File: src/rtl/psram_req_arbiter.sv
// Round-robin arbiter sharing one PSRAM transaction engine among NUM_REQ requesters.
// Optional watchdog abort in WAIT is enabled by defining PSRAM_ARB_WDOG_EN.
module psram_req_arbiter #(
  parameter int NUM_REQ    = 4,
  parameter int ADDR_WIDTH = 24,
  parameter int LEN_WIDTH  = 8,
  parameter int GAP_CYC    = 2,
  parameter int WDOG_CYC   = 1024
) (
  input  logic                            clk_i,
  input  logic                            rst_i,
  input  logic [NUM_REQ-1:0]              req_valid_i,
  output logic [NUM_REQ-1:0]              req_ready_o,
  input  logic [NUM_REQ-1:0]              req_wr_i,
  input  logic [NUM_REQ*ADDR_WIDTH-1:0]   req_addr_i,
  input  logic [NUM_REQ*LEN_WIDTH-1:0]    req_len_i,
  output logic                            cmd_valid_o,
  input  logic                            cmd_ready_i,
  output logic                            cmd_wr_o,
  output logic [ADDR_WIDTH-1:0]           cmd_addr_o,
  output logic [LEN_WIDTH-1:0]            cmd_len_o,
  output logic [$clog2(NUM_REQ)-1:0]      cmd_id_o,
  input  logic                            cmd_done_i,
  output logic [NUM_REQ-1:0]              grant_o,
  output logic                            busy_o,
  output logic                            err_o
);

  localparam int IDW = $clog2(NUM_REQ);
  localparam int GCW = (GAP_CYC > 1) ? $clog2(GAP_CYC) : 1;

  localparam logic [1:0] ST_IDLE  = 2'd0;
  localparam logic [1:0] ST_ISSUE = 2'd1;
  localparam logic [1:0] ST_WAIT  = 2'd2;
  localparam logic [1:0] ST_GAP   = 2'd3;

  logic [1:0]            state_reg;
  logic [IDW-1:0]        rr_ptr_reg;
  logic [IDW-1:0]        id_reg;
  logic [GCW-1:0]        gap_cnt_reg;
  logic                  wr_reg;
  logic [ADDR_WIDTH-1:0] addr_reg;
  logic [LEN_WIDTH-1:0]  len_reg;
  logic [NUM_REQ-1:0]    grant_reg;

  logic [ADDR_WIDTH-1:0] port_addr [NUM_REQ];
  logic [LEN_WIDTH-1:0]  port_len  [NUM_REQ];
  logic [NUM_REQ-1:0]    pick_onehot;
  logic [NUM_REQ-1:0]    id_onehot;
  logic [IDW-1:0]        pick_id;
  logic                  pick_found;
  logic [IDW-1:0]        ptr_after_id;
  logic                  handshake;
  logic                  wdog_trip;
  logic                  done_evt;
  logic                  arb_now;

  genvar gi;
  generate
    for (gi = 0; gi < NUM_REQ; gi++) begin : g_port
      assign port_addr[gi]   = req_addr_i[gi*ADDR_WIDTH +: ADDR_WIDTH];
      assign port_len[gi]    = req_len_i[gi*LEN_WIDTH +: LEN_WIDTH];
      assign pick_onehot[gi] = (pick_id == IDW'(gi));
      assign id_onehot[gi]   = (id_reg == IDW'(gi));
      assign req_ready_o[gi] = handshake & id_onehot[gi];
    end
  endgenerate

  // Scan downward so the candidate closest to rr_ptr (offset 0) is assigned last and wins.
  always_comb begin
    int             sum;
    logic [IDW-1:0] idx;
    pick_found = 1'b0;
    pick_id    = '0;
    sum        = 0;
    idx        = '0;
    for (int i = NUM_REQ - 1; i >= 0; i--) begin
      sum = int'(rr_ptr_reg) + i;
      if (sum >= NUM_REQ) sum = sum - NUM_REQ;
      idx = IDW'(sum);
      if (req_valid_i[idx]) begin
        pick_found = 1'b1;
        pick_id    = idx;
      end
    end
  end

  assign ptr_after_id = (int'(id_reg) == NUM_REQ - 1) ? '0 : id_reg + 1'b1;
  assign handshake    = (state_reg == ST_ISSUE) && cmd_ready_i;
  assign done_evt     = (state_reg == ST_WAIT) && (cmd_done_i || wdog_trip);
  // The final GAP cycle doubles as the arbitration slot so the gap is exactly GAP_CYC cycles.
  assign arb_now      = (state_reg == ST_IDLE)
                     || ((state_reg == ST_GAP) && (gap_cnt_reg == '0))
                     || ((GAP_CYC == 0) && done_evt);

`ifdef PSRAM_ARB_WDOG_EN
  localparam int WDW = $clog2(WDOG_CYC + 1);
  logic [WDW-1:0] wdog_cnt_reg;

  always_ff @(posedge clk_i or posedge rst_i) begin
    if (rst_i) begin
      wdog_cnt_reg <= '0;
    end else if (state_reg != ST_WAIT) begin
      wdog_cnt_reg <= '0;
    end else begin
      wdog_cnt_reg <= wdog_cnt_reg + 1'b1;
    end
  end

  assign wdog_trip = (state_reg == ST_WAIT) && !cmd_done_i
                  && (wdog_cnt_reg == WDW'(WDOG_CYC - 1));
`else
  logic unused_wdog;
  assign unused_wdog = (WDOG_CYC == 0);
  assign wdog_trip   = 1'b0;
`endif

  always_ff @(posedge clk_i or posedge rst_i) begin
    if (rst_i) begin
      state_reg   <= ST_IDLE;
      rr_ptr_reg  <= '0;
      id_reg      <= '0;
      gap_cnt_reg <= '0;
      wr_reg      <= 1'b0;
      addr_reg    <= '0;
      len_reg     <= '0;
      grant_reg   <= '0;
    end else if (handshake) begin
      state_reg  <= ST_WAIT;
      rr_ptr_reg <= ptr_after_id;
    end else if (done_evt && (GAP_CYC != 0)) begin
      state_reg   <= ST_GAP;
      gap_cnt_reg <= GCW'(GAP_CYC - 1);
      grant_reg   <= '0;
    end else if (arb_now) begin
      if (pick_found) begin
        state_reg <= ST_ISSUE;
        id_reg    <= pick_id;
        wr_reg    <= req_wr_i[pick_id];
        addr_reg  <= port_addr[pick_id];
        len_reg   <= port_len[pick_id];
        grant_reg <= pick_onehot;
      end else begin
        state_reg <= ST_IDLE;
        grant_reg <= '0;
      end
    end else if (state_reg == ST_GAP) begin
      gap_cnt_reg <= gap_cnt_reg - 1'b1;
    end
  end

  assign cmd_valid_o = (state_reg == ST_ISSUE);
  assign cmd_wr_o    = wr_reg;
  assign cmd_addr_o  = addr_reg;
  assign cmd_len_o   = len_reg;
  assign cmd_id_o    = id_reg;
  assign grant_o     = grant_reg;
  assign busy_o      = (state_reg != ST_IDLE);
  assign err_o       = wdog_trip;

endmodule
File: config.mk
export PLATFORM = sky130hd
export DESIGN_NAME = psram_req_arbiter
export DESIGN_NICKNAME = d
export VERILOG_FILES = /design/src/rtl/psram_req_arbiter.sv
export SDC_FILE = /design/constraint.sdc
export NUM_CORES = 1
export LEC_CHECK = 0
export ABC_AREA = 1
export BUFFER_PORTS_ARGS = -buffer_cell sky130_fd_sc_hd__buf_4
export CELL_PAD_IN_SITES_DETAIL_PLACEMENT = 0
export CELL_PAD_IN_SITES_GLOBAL_PLACEMENT = 1
export CORE_ASPECT_RATIO = 0.6
export CORE_MARGIN = 4
export CORE_UTILIZATION = 32
export DETAILED_ROUTE_END_ITERATION = 8
export GPL_TIMING_DRIVEN = 1
export PLACE_DENSITY_LB_ADDON = 0.1
export SLEW_MARGIN = 20
export SYNTH_ARGS = -nofsm -noshare
export SYNTH_HDL_FRONTEND = slang
export SYNTH_SLANG_ARGS = --single-unit
File: constraint.sdc
create_clock -name clk_i -period 3.1 [get_ports clk_i]
set_input_delay 0.465 -clock clk_i [delete_from_list [all_inputs] [get_ports clk_i]]
set_output_delay 0.465 -clock clk_i [all_outputs]
set_load 0.005 [all_outputs]
==> flow_summary.ini <==
[outcome]
status = complete, no violations

[synth]
commonest_cells_in_the_synthesized_netlist = nand2_1, nand3_1, inv_1
synth_ff_type = dfrtp_1
yosys.area.top_type_share_pct = 30.48
synth-warning-count = 0
synthesis.area_per_instance_um2 = 5.874
postSynthRegisterBits = 44
post-synth-top-count-cell = nand2_1
syn-cell-area_um2 = 3612
syn_nets = 759
ys_top_cells_by_area = dfrtp_1, nand2_1, nand3_1, inv_1, buf_4
netlist_instances = 615
asr_flop_ratio_synth_pct = 100.0
synth.lib_cells_used.distinct = 26
seq_area_frac_synth_pct = 30.48
synth.largest_area_cell = dfrtp_1
synth-edff-count = 0

[timing]
finalHoldViolations = 0
finalMaxSlewViolations = 0
final.min_clock_period_ns = 2.439
fmaxAchievable_mhz = 410.0
tns_ns = 0
finish_stage_setup_viols = 0
worst_pin_slew_ns = 0.9391
layout_worst_path_cycle_share_pct = 78.68
fin_skew_ns = 0.008548
setup_repair_after_global_routing_missed_its_margin = no
max_slew_margin_pct = 37.30

[setup_path]
path_buf_inv = 3
critPathKind = flip-flop to flip-flop
worstPathRequired_ns = 3.26
endpoint_kind = flip-flop
critical_path.max_fanout = 23
crit_slowest_cell = dfrtp_1
critPathMaxStageDelay_ns = 0.54
critPathArrivalTime_ns = 2.60
setup.worst_path.start_class = flip-flop
path_delay_family = simple AND/OR/NAND/NOR gates
cell_with_the_most_instances_on_the_worst_path = nand2_1
crit_path_cell_trace = inv_4, nand2_1, nand2_1, nand2_1, nand2_1, nor2_1, nand2_1, nand2_2, clkinv_1, buf_4, nand2_1, o21ai_1

[die]
die_area_um2 = 13110
fp.dieW_um = 145.2
boundaryPins = 186
die_h_um = 90.30
rows = 29
initial_utilization_pct = 33.52
placeableCoreArea_um2 = 10780

[drt]
routed_wirelength_um = 12490
route.detailed.drc = 0
first_pass_iters = 4
antenna_violating_nets_post_route = 0
avgViaCountPerCell = 4.528
route.met2.wl_um = 5348
initialDrtViolationCount = 212
drt-wirelength-per-cell_um = 13.62
detailed_route_wire_length_on_metal_1_um = 6108
routed.top_layer = met4
vias = 4152
detailroute.wirelength.met3_um = 954

[cts]
htreeDepth = 2
cts_root_buffer = clkbuf_16
cts-hold-fix-buffers = 0
worst_setup_hold_path_clk_slew_ns = 0.07
clk_path_buf_depth = 2
cts_setup_buffers = 0
post_cts.resized_instances = 0
clk-insertion-delay-late_ns = 0.28
tritoncts = built
clock_sinks = 44
numCtsBuffers = 5

[power]
p_leak_nw = 3.227
power_mw = 5.709
pwr_per_cell_area_nw_per_um2 = 1103
vdd.ir_drop.worst_mv = 0.7219

[global_routing]
number_of_global_route_vias_before_repair = 4116
antenna_found_initial = 0
largest_net_degree_at_the_start_of_global_routing = 67
grt_usage_pct = 18.75
grt_pass1_wl_um = 20750
globalRoute.totalOverflow = 0

[place]
placement.io_buffers = 184
routabilityCongestion = 0.8062
dp_hpwl_um = 9491

[run]
timing.max_cap.violations = 0

[cells_and_area]
area_growth_syn_to_layout_pct = 43.26
finalNetCount = 921
drive_gt1_share_pct = 27.12
antenna_cells = 0
largest_register_ff_count = 24

[worst_hold_path]
hold_path_class = primary input to async pin
## metal layers
metal | vias up | global-route usage, %
met1 | 1851 | 26.63
li1 | 2176 | -
met3 | 6 | 5.617
met2 | 119 | 28.98
met4 | 0 | 2.449
met5 | - | 0
## power by group
part / internal, mW / switching [mW] / total, mW
clock network: 0.321 / 0.213 / 0.534
registers: 0.885 / 0.206 / 1.09
logic: 1.50 / 2.59 / 4.08
total: 2.70 / 3.01 / 5.71
## placed cells by master (no fill, tap or decap), types with 3 or more instances in the layout
cell,n
nand3_1,138
inv_1,116
inv_2,4
nor2_1,13
clkbuf_16,5
nand2_1,235
nand2_2,5
dfrtp_1,44
a21oi_1,3
buf_4,189
ha_1,4
## per-stage QoR
stage / std cells / setup WS, ns / cell area [um2] / hold slack, ns / util (%)
6_report: 917 / 0.6609 / 5175 / 0.4112 / 48.02
5_1_grt: 917 / 0.3904 / 5175 / 0.5013 / 48.02
4_1_cts: 917 / 0.6431 / 5175 / 0.4542 / 48.02
3_5_place_dp: 909 / 0.6695 / 5025 / 0.4969 / 46.63
3_3_place_gp: 909 / 0.7525 / 5025 / 0.4725 / 46.63
2_1_floorplan: 615 / 1.400 / 3612 / 0.4524 / -
## kinds of logic (layout without fill, tap and decap cells)
| logic type | after synthesis | in the layout | share of synthesized area (%) |
|---|---|---|---|
| AO/OA/AOI/OAI | 13 | 13 | 2.563 |
| adder cells (fa/ha/maj) | 4 | 4 | 1.386 |
| buffers and inverters | 159 | 322 | 18.95 |
| flip-flops | 44 | 44 | 30.48 |
| other | 1 | 1 | 0.1038 |
| AND/OR/NAND/NOR | 394 | 394 | 46.52 |
## final cells by class
cell class | count | area (um2)
Clock buffer | 7 | 142.6
Sequential cell | 44 | 1101
Clock inverter | 1 | 7.507
Inverter | 123 | 464.2
Timing Repair Buffer | 191 | 1459
Multi-Input combinational cell | 412 | 1827
Tap cell | 139 | 173.9
Fill cell | 1160 | 5602
## worst paths after layout
kind,startpoint,to,slack [ns],cells past startpoint
max reg2reg,rr_ptr_reg[0]$_DFFE_PP0P_,grant_o[0]$_DFFE_PP0P_,0.66,12
max in group asynchronous,rst_i,cmd_addr_o[21]$_DFFE_PP0P_,2.10,2
min,rst_i,cmd_addr_o[2]$_DFFE_PP0P_,0.41,2
min reg2reg,grant_o[1]$_DFFE_PP0P_,grant_o[1]$_DFFE_PP0P_,0.52,1
min in group clk_i,req_addr_i[81],cmd_addr_o[9]$_DFFE_PP0P_,0.50,5
max,rr_ptr_reg[0]$_DFFE_PP0P_,grant_o[0]$_DFFE_PP0P_,0.66,12
## worst reg2reg max path, delay by kind of cell (launching register included)
kind / cells / cell delay (ns)
AOI/OAI and AO/OA: 1 / 0.06
and+or+nand+nor: 8 / 0.87
buffers and inverters: 3 / 0.85
DFF: 1 / 0.54
No activity file was read; power rests on OpenSTA's default activity.
